<file path="src/rtl/inst_decode_queue_pkg.sv">
// ----------------------------------------------------------------------------
// inst_decode_queue_pkg
// Shared front-end sizing for the fetch -> decode instruction queue.
// Holds the default fetch/issue widths, queue depth and PC width used by
// the decode wrapper, next to the ROB sizing it already carries.
// ----------------------------------------------------------------------------
package inst_decode_queue_pkg;

  localparam int DEF_FETCH_WIDTH     = 2;
  localparam int DEF_ISSUE_WIDTH     = 2;
  localparam int DEF_IDQ_DEPTH       = 8;
  localparam int DEF_INST_ADDR_WIDTH = 32;
  localparam int ROB_SIZE_WIDTH      = 5;

  // Instruction word width is fixed by the ISA.
  localparam int INST_WIDTH = 32;

endpackage

</file>
<file path="src/rtl/inst_decode_queue_checker.sv">
// ----------------------------------------------------------------------------
// inst_decode_queue_checker
// Protocol checks for the instruction decode queue. Decode must never
// consume more entries than are being presented on out_valid.
// Ports:
//   clk, reset  - clock and async active-high reset
//   stall/flush - dequeue suppressors (check is skipped while either is set)
//   deq_count   - entries consumed by decode this cycle
//   occupancy   - registered queue fill level
// ----------------------------------------------------------------------------
module inst_decode_queue_checker #(
  parameter int ISSUE_WIDTH = 2,
  parameter int DEPTH       = 8
) (
  input logic                             clk,
  input logic                             reset,
  input logic                             stall,
  input logic                             flush,
  input logic [$clog2(ISSUE_WIDTH+1)-1:0] deq_count,
  input logic [$clog2(DEPTH+1)-1:0]       occupancy
);

  // Presented lanes = min(occupancy, ISSUE_WIDTH); an empty queue ignores deq_count.
  a_deq_within_presented : assert property (
    @(posedge clk) disable iff (reset)
    (!stall && !flush && (occupancy != '0)) |->
      ((32'(deq_count) <= 32'(occupancy)) && (32'(deq_count) <= ISSUE_WIDTH))
  );

endmodule

</file>
<file path="src/rtl/inst_decode_queue_popcount.sv">
// ----------------------------------------------------------------------------
// idq_popcount
// Counts the set bits of a lane-valid mask.
// Ports:
//   mask  - per-lane valid bits
//   count - number of set bits in mask
// ----------------------------------------------------------------------------
module idq_popcount
  import inst_decode_queue_pkg::*;
#(
  parameter int WIDTH = DEF_FETCH_WIDTH
) (
  input  logic [WIDTH-1:0]               mask,
  output logic [$clog2(WIDTH+1)-1:0]     count
);

  localparam int CNT_W = $clog2(WIDTH + 1);

  // Accumulate one per set lane bit
  always_comb begin
    count = '0;
    for (int i = 0; i < WIDTH; i++) begin
      count = count + CNT_W'(mask[i]);
    end
  end

endmodule

</file>
<file path="src/rtl/inst_decode_queue.sv">
// ----------------------------------------------------------------------------
// inst_decode_queue
// Circular instruction queue between fetch and decode/rename. Fetch writes
// up to FETCH_WIDTH contiguous lanes per cycle when a whole group fits;
// decode sees the ISSUE_WIDTH oldest entries straight out of storage and
// retires deq_count of them per cycle.
// Ports:
//   clk, reset          - clock, asynchronous active-high reset
//   flush               - drop all queued and incoming instructions
//   in_valid/inst/pc    - fetch group, valid lanes contiguous from lane 0
//   in_ready            - a full fetch group fits this cycle
//   out_valid/inst/pc   - oldest entries, lane 0 oldest
//   deq_count           - entries consumed by decode this cycle
//   stall               - rename back-pressure, forces dequeue to zero
//   occupancy           - registered number of valid entries
// ----------------------------------------------------------------------------
module inst_decode_queue
  import inst_decode_queue_pkg::*;
#(
  parameter int FETCH_WIDTH     = DEF_FETCH_WIDTH,
  parameter int ISSUE_WIDTH     = DEF_ISSUE_WIDTH,
  parameter int DEPTH           = DEF_IDQ_DEPTH,
  parameter int INST_ADDR_WIDTH = DEF_INST_ADDR_WIDTH
) (
  input  logic                                         clk,
  input  logic                                         reset,
  input  logic                                         flush,
  input  logic [FETCH_WIDTH-1:0]                       in_valid,
  input  logic [FETCH_WIDTH-1:0][INST_WIDTH-1:0]       in_inst,
  input  logic [FETCH_WIDTH-1:0][INST_ADDR_WIDTH-1:0]  in_pc,
  output logic                                         in_ready,
  output logic [ISSUE_WIDTH-1:0]                       out_valid,
  output logic [ISSUE_WIDTH-1:0][INST_WIDTH-1:0]       out_inst,
  output logic [ISSUE_WIDTH-1:0][INST_ADDR_WIDTH-1:0]  out_pc,
  input  logic [$clog2(ISSUE_WIDTH+1)-1:0]             deq_count,
  input  logic                                         stall,
  output logic [$clog2(DEPTH+1)-1:0]                   occupancy
);

  localparam int PTR_W = $clog2(DEPTH);
  localparam int OCC_W = $clog2(DEPTH + 1);
  localparam int DEQ_W = $clog2(ISSUE_WIDTH + 1);
  localparam int ENQ_W = $clog2(FETCH_WIDTH + 1);

  logic [PTR_W-1:0] head_r;
  logic [PTR_W-1:0] tail_r;
  logic [OCC_W-1:0] occ_r;

  logic [ENQ_W-1:0] in_popcount_s;
  logic             enq_go_s;
  logic [ENQ_W-1:0] enq_cnt_s;
  logic [DEQ_W-1:0] deq_eff_s;

  // Storage is deliberately not reset; out_valid masks stale entries.
  logic [INST_WIDTH-1:0]      inst_mem_r [DEPTH];
  logic [INST_ADDR_WIDTH-1:0] pc_mem_r   [DEPTH];

  idq_popcount #(
    .WIDTH (FETCH_WIDTH)
  ) u_popcount (
    .mask  (in_valid),
    .count (in_popcount_s)
  );

  // Ready depends only on registered fill level, never on this cycle's dequeue.
  assign in_ready  = (occ_r <= OCC_W'(DEPTH - FETCH_WIDTH));
  assign occupancy = occ_r;

  // Effective enqueue/dequeue amounts; flush wins over everything, empty ignores deq_count
  always_comb begin
    enq_go_s = in_ready & ~flush;
    if (enq_go_s) begin
      enq_cnt_s = in_popcount_s;
    end else begin
      enq_cnt_s = '0;
    end
    if (stall || flush || (occ_r == '0)) begin
      deq_eff_s = '0;
    end else begin
      deq_eff_s = deq_count;
    end
  end

  // Head, tail and occupancy; pointers wrap naturally since DEPTH is a power of two
  always_ff @(posedge clk or posedge reset) begin
    if (reset) begin
      head_r <= '0;
      tail_r <= '0;
      occ_r  <= '0;
    end else if (flush) begin
      head_r <= '0;
      tail_r <= '0;
      occ_r  <= '0;
    end else begin
      head_r <= head_r + PTR_W'(deq_eff_s);
      tail_r <= tail_r + PTR_W'(enq_cnt_s);
      occ_r  <= occ_r + OCC_W'(enq_cnt_s) - OCC_W'(deq_eff_s);
    end
  end

  // Lane i of an accepted fetch group lands at tail + i
  always_ff @(posedge clk) begin
    for (int i = 0; i < FETCH_WIDTH; i++) begin
      if (enq_go_s && in_valid[i]) begin
        inst_mem_r[tail_r + PTR_W'(i)] <= in_inst[i];
        pc_mem_r[tail_r + PTR_W'(i)]   <= in_pc[i];
      end
    end
  end

  // Decode lanes read straight from storage at head + i (no extra pipeline stage)
  for (genvar g = 0; g < ISSUE_WIDTH; g++) begin : g_rd
    logic [PTR_W-1:0] rd_idx_s;
    assign rd_idx_s     = head_r + PTR_W'(g);
    assign out_inst[g]  = inst_mem_r[rd_idx_s];
    assign out_pc[g]    = pc_mem_r[rd_idx_s];
    assign out_valid[g] = (OCC_W'(g) < occ_r);
  end

  inst_decode_queue_checker #(
    .ISSUE_WIDTH (ISSUE_WIDTH),
    .DEPTH       (DEPTH)
  ) u_checker (
    .clk       (clk),
    .reset     (reset),
    .stall     (stall),
    .flush     (flush),
    .deq_count (deq_count),
    .occupancy (occ_r)
  );

endmodule

</file>
<file path="config.mk">
export PLATFORM = sky130hd
export DESIGN_NAME = inst_decode_queue
export DESIGN_NICKNAME = d
export VERILOG_FILES = /design/src/rtl/inst_decode_queue_pkg.sv /design/src/rtl/inst_decode_queue_checker.sv /design/src/rtl/inst_decode_queue_popcount.sv /design/src/rtl/inst_decode_queue.sv
export SDC_FILE = /design/constraint.sdc
export NUM_CORES = 1
export LEC_CHECK = 0
export BUFFER_PORTS_ARGS = -buffer_cell sky130_fd_sc_hd__clkbuf_2
export CAP_MARGIN = 20
export CORE_UTILIZATION = 55
export DETAILED_ROUTE_END_ITERATION = 8
export PLACE_DENSITY = 0.79
export SKIP_CTS_REPAIR_TIMING = 1
export SLEW_MARGIN = 20
export SYNTH_ARGS = -nofsm -noshare
export SYNTH_HDL_FRONTEND = slang
export SYNTH_SLANG_ARGS = --single-unit
</file>
<file path="constraint.sdc">
create_clock -name clk -period 12 [get_ports clk]
set_input_delay 2.4 -clock clk [delete_from_list [all_inputs] [get_ports clk]]
set_output_delay 2.4 -clock clk [all_outputs]
set_load 0.02 [all_outputs]
</file>
[Yosys cells after proc, flatten, opt, wreduce, memory -nomap -nowiden]
Memories as Yosys holds them, arrays and structs flattened.
Cells that the tools add are included.
W data, S select, Z words.
Operators by class
  add/sub/neg operators: 7
  bitwise logic cells: 2
  magnitude comparators: 3
  mux-type cells: 9
  reductions and logical operators: 5
Operators by type and width (count)
  $lt A1 B4 Y1 const A: 2
  $add A3 B1 Y3 const B: 2
  $add A3 B2 Y3: 2
  $mux W3: 2
  $add A4 B2 Y4: 1
  $le A4 B3 Y1 const B: 1
  $logic_not A4 Y1: 1
  $mux W1: 4
  $mux W2: 2
  $mux W4: 1
  $sub A4 B2 Y4: 1
  $add A1 B1 Y2: 1
  $logic_and A1 B1 Y1: 2
  $logic_or A1 B1 Y1: 2
  $and A1 B1 Y1: 1
  $not A1 Y1: 1
Storage, ports and cells
  logic and storage cells: 31
  memories: 2
  bits in writable memories: 512
  output and inout port bits: 135
  input bits: 136
  bits in registers: 10
Memory list
  inst_mem_r: depth 8, bits a word 32, rd ports 2, clocked after Yosys merged registers in 0, wr ports 2, line inst_decode_queue.sv:55  | logic [INST_WIDTH-1:0] inst_mem_r [DEPTH];
  pc_mem_r: depth 8, bits a word 32, rd ports 2, clocked after Yosys merged registers in 0, wr ports 2, line inst_decode_queue.sv:56  | logic [INST_ADDR_WIDTH-1:0] pc_mem_r [DEPTH];

[Logic depth before layout (Yosys ltp)]
  word-level depth: 6
  gate-level depth with buffers: 14
  depth with buffers taken out: 13

[By module]
A second synthesis with hierarchy kept.
Unflattened totals
  cells, all modules: 1635
  area, all modules: 30012.5 um^2
By module, submodules not included
  inst_decode_queue: area an instance 30000.0 um^2, sequential area each 15625.0 um^2, cells an instance 1634, instances 1
  idq_popcount: area an instance 12.5 um^2, sequential area each 0.0 um^2, cells an instance 1, instances 1

[Worst setup path before layout]
Ideal clock, no wire load.
  path type: input -> register
  start point: input port flush
  end point: memory inst_mem_r[7][0] (enable)
  cell stages on the path: 3
  required time: 11.493 ns
  path buffers: 0
  library setup time: 0.507 ns
  data arrival time: 6.036 ns
  setup slack: 5.457 ns
  cells stage by stage: nor3b_2 -> nand3_1 -> a21oi_1
RTL lines
  start, declared: line inst_decode_queue.sv:27  | input logic flush,
  end, declared: line inst_decode_queue.sv:55

==> impl_metrics.json <==
{
  "outcome": "finished, final reports clean",
  "grt.total_usage_pct": 28.3,
  "max_slew_margin_pct": 28.8,
  "r2r_setup_slack_ps": 8480,
  "yosys.area_share.adder_pct": 0.726,
  "grt_pass1_vias": 18100,
  "syn-mean-instance-area_um2": 18.3,
  "postRouteAntennaNets": 0,
  "layout.nets": 2029,
  "synth_cells": 1635,
  "layout_min_cycle_time_ps": 6980,
  "critical_path_class": "flop to output pin",
  "critPathMaxFanout": 147,
  "fin_worst_skew_ps": 22.3,
  "drive_gt1_share_pct": 62.0,
  "ys_ff_latch": 522,
  "synth.mux.area_fraction_pct": 43.3,
  "detail_route.wl_per_cell_um": 29.9,
  "finalPower_w": 0.00539,
  "postLayoutCellArea_mm2": 0.0338,
  "path_delay_family": "buffers and inverters",
  "slew_viol_final": 0,
  "grt_max_degree": 148,
  "core_mm2": 0.0538,
  "fmax_mhz": 143,
  "worstMarginPinSlew_ps": 1070,
  "ys_seq_area_share_pct": 52.1,
  "ctsLongestPathBuffers": 3,
  "cts_tree": "done",
  "synth_compound_area_share_pct": 0.229,
  "dieHeight_um": 236,
  "slowest_delay_ps": 1110,
  "drc": 0,
  "p_leak_nw": 11.1,
  "hold_viol_final": 0,
  "fin_tns_setup_ps": 0,
  "grt_setup_unrepaired": "no",
  "die-width_um": 236,
  "crit_chain": "buf_12 > buf_4 > mux4_2 > mux2_2 > clkbuf_2",
  "insertion_delay_ps": 620,
  "gp_congestion": 0.826,
  "synth_top_family_by_area": "multiplexers",
  "start_util_pct": 55.7,
  "clk_pin_slew_ps": 60,
  "crit_buf_inv": 3,
  "syn_area_mm2": 0.0300,
  "htreeDepth": 2,
  "cts_buffers": 57,
  "io_buffer_count": 270,
  "die-area_mm2": 0.0555,
  "cts_sinks": 522,
  "slowest_stage": "dfrtp_4",
  "synth.net_count": 1786,
  "yosysWarningCount": 0,
  "start_kind": "flop",
  "antenna_found_initial": 11,
  "area_delta_synth_final_pct": 12.6,
  "synth_edf_count": 512,
  "drt-total-wl_um": 78500,
  "ioPinCount": 271,
  "peakVddDrop_mv": 0.139,
  "fp-row-count": 85,
  "dr.pass1.iters": 7,
  "setup_viol": 0,
  "synth.distinct_cells": 35,
  "cts_root_buffer": "clkbuf_16",
  "vias": 17600,
  "synth-simple-area-share_pct": 1.17,
  "viasPerCell": 6.71,
  "dpl-instance-area_mm2": 0.0320,
  "grt-ovfl-total": 0,
  "drt_iter0_markers": 1609,
  "synthXorXnorAreaFrac_pct": 0.204,
  "post-route-period-util_pct": 58.2,
  "critPathArrivalTime_ps": 4580,
  "endpoint_kind": "output pin",
  "hold_class": "flop to flop",
  "hpwl_um": 44700,
  "setup_ws_ps": 5020,
  "power_per_cell_area_mw_per_mm2": 159,
  "crit_required_ps": 9600,
  "maxCapViolations": 0,
  "place_ws_ps": 5630,
  "synth_ff_type": "edfxtp_1",
  "grt_pass1_wl_um": 116000,
  "async_flop_share_pct": 1.92
}
==> metrics by stage <==
stage / hold WS (ps) / util (%) / instances
floorplan: 591 / - / 1635
global placement: 625 / 59.4 / 2513
detailed placement: 653 / 59.4 / 2514
CTS: 666 / 62.7 / 2617
global route: 714 / 62.8 / 2623
finish: 671 / 62.8 / 2623
==> per-layer routing <==
| metal | GRT usage (%) | up-vias | routed length, µm |
|---|---|---|---|
| met5 | 0 | - | 73 |
| met4 | 8.20 | 12 | 1980 |
| met3 | 5.80 | 146 | 6910 |
| met2 | 46.1 | 874 | 38300 |
| met1 | 38.8 | 9202 | 31300 |
| li1 | - | 7366 | - |
==> sequential cells by signal (all words and copies together) (netlist names) <==
register,cells
head_r,3
inst_mem_r,256
occupancy,4
pc_mem_r,256
tail_r,3
==> where the power goes <==
part           internal (W)  leakage, nW  switching (W)
Sequential          0.00214         4.77      0.0000646
Clock              0.000980        0.868       0.000720
Combinational      0.000672         5.42       0.000806
==> layout make-up <==
class / instances / area [µm²]
fill: 3813 / 20000
clock inverter: 26 / 225
antenna: 5 / 12.5
sequential: 522 / 15600
clock buffer: 77 / 1540
timing repair buffer: 306 / 1670
multi-input combinational: 980 / 13800
inverter: 11 / 41.3
tap: 696 / 871
==> worst min-delay path, delay by kind of cell, from the launching register on <==
| family | cells | cell delay (ps) |
|---|---|---|
| DFF | 1 | 460 |
| and+or+nand+nor | 1 | 80 |
| xor gates and xnor gates | 1 | 90 |
==> placed cells by master, fill, tap and decap left out, types with 3 or more instances in the layout <==
master	instances
dfrtp_4	3
a22oi_1	3
xnor2_1	4
diode_2	5
nor2_4	7
clkbuf_2	270
mux2_2	530
and2_1	3
clkbuf_16	59
clkbuf_1	18
buf_4	33
mux2_1	110
mux4_2	256
dfrtp_1	7
edfxtp_1	512
nor2_1	9
bufinv_16	4
inv_1	10
nand3_1	6
clkinv_2	10
nand3_4	3
nand2_1	6
nor2b_1	6
a21oi_4	5
clkinv_1	10
fa_1	4
ha_1	10
==> worst paths after layout <==
| path | from | depth (start not counted) | endpoint |
|---|---|---|---|
| worst max register to register | tail_r[0]$_DFF_PP0_ | 6 | inst_mem_r[7][20]$_DFFE_PP_ |
| max in group asynchronous | reset | 2 | head_r[1]$_DFF_PP0_ |
| min in group asynchronous | reset | 2 | occupancy[3]$_DFF_PP0_ |
| worst min-delay path | tail_r[2]$_DFF_PP0_ | 2 | tail_r[2]$_DFF_PP0_ |
| worst min register to register | tail_r[2]$_DFF_PP0_ | 2 | tail_r[2]$_DFF_PP0_ |
| worst max-delay path | head_r[0]$_DFF_PP0_ | 5 | out_pc[55] |
==> cell families after synthesis <==
family          after synthesis
buf+inv                     133
compound gates               11
fa+ha+maj                    15
flops                       522
xor+xnor                      7
simple gates                 51
mux                         896
==> Yosys cell counts, types with 6 or more instances <==
master,count,area [µm²]
edfxtp_1,512,15400
clkbuf_1,31,116
ha_1,11,138
dfrtp_1,10,250
nor2b_1,6,37.5
inv_1,10,37.5
nand2_1,6,22.5
buf_6,6,67.6
mux2_1,110,1240
nand3_1,6,30.0
buf_2,66,330
mux2_2,530,5970
a21oi_1,6,30.0
nor2_1,12,45.0
mux4_2,256,5770
buf_4,18,135
(Power assumes the default switching activity.)
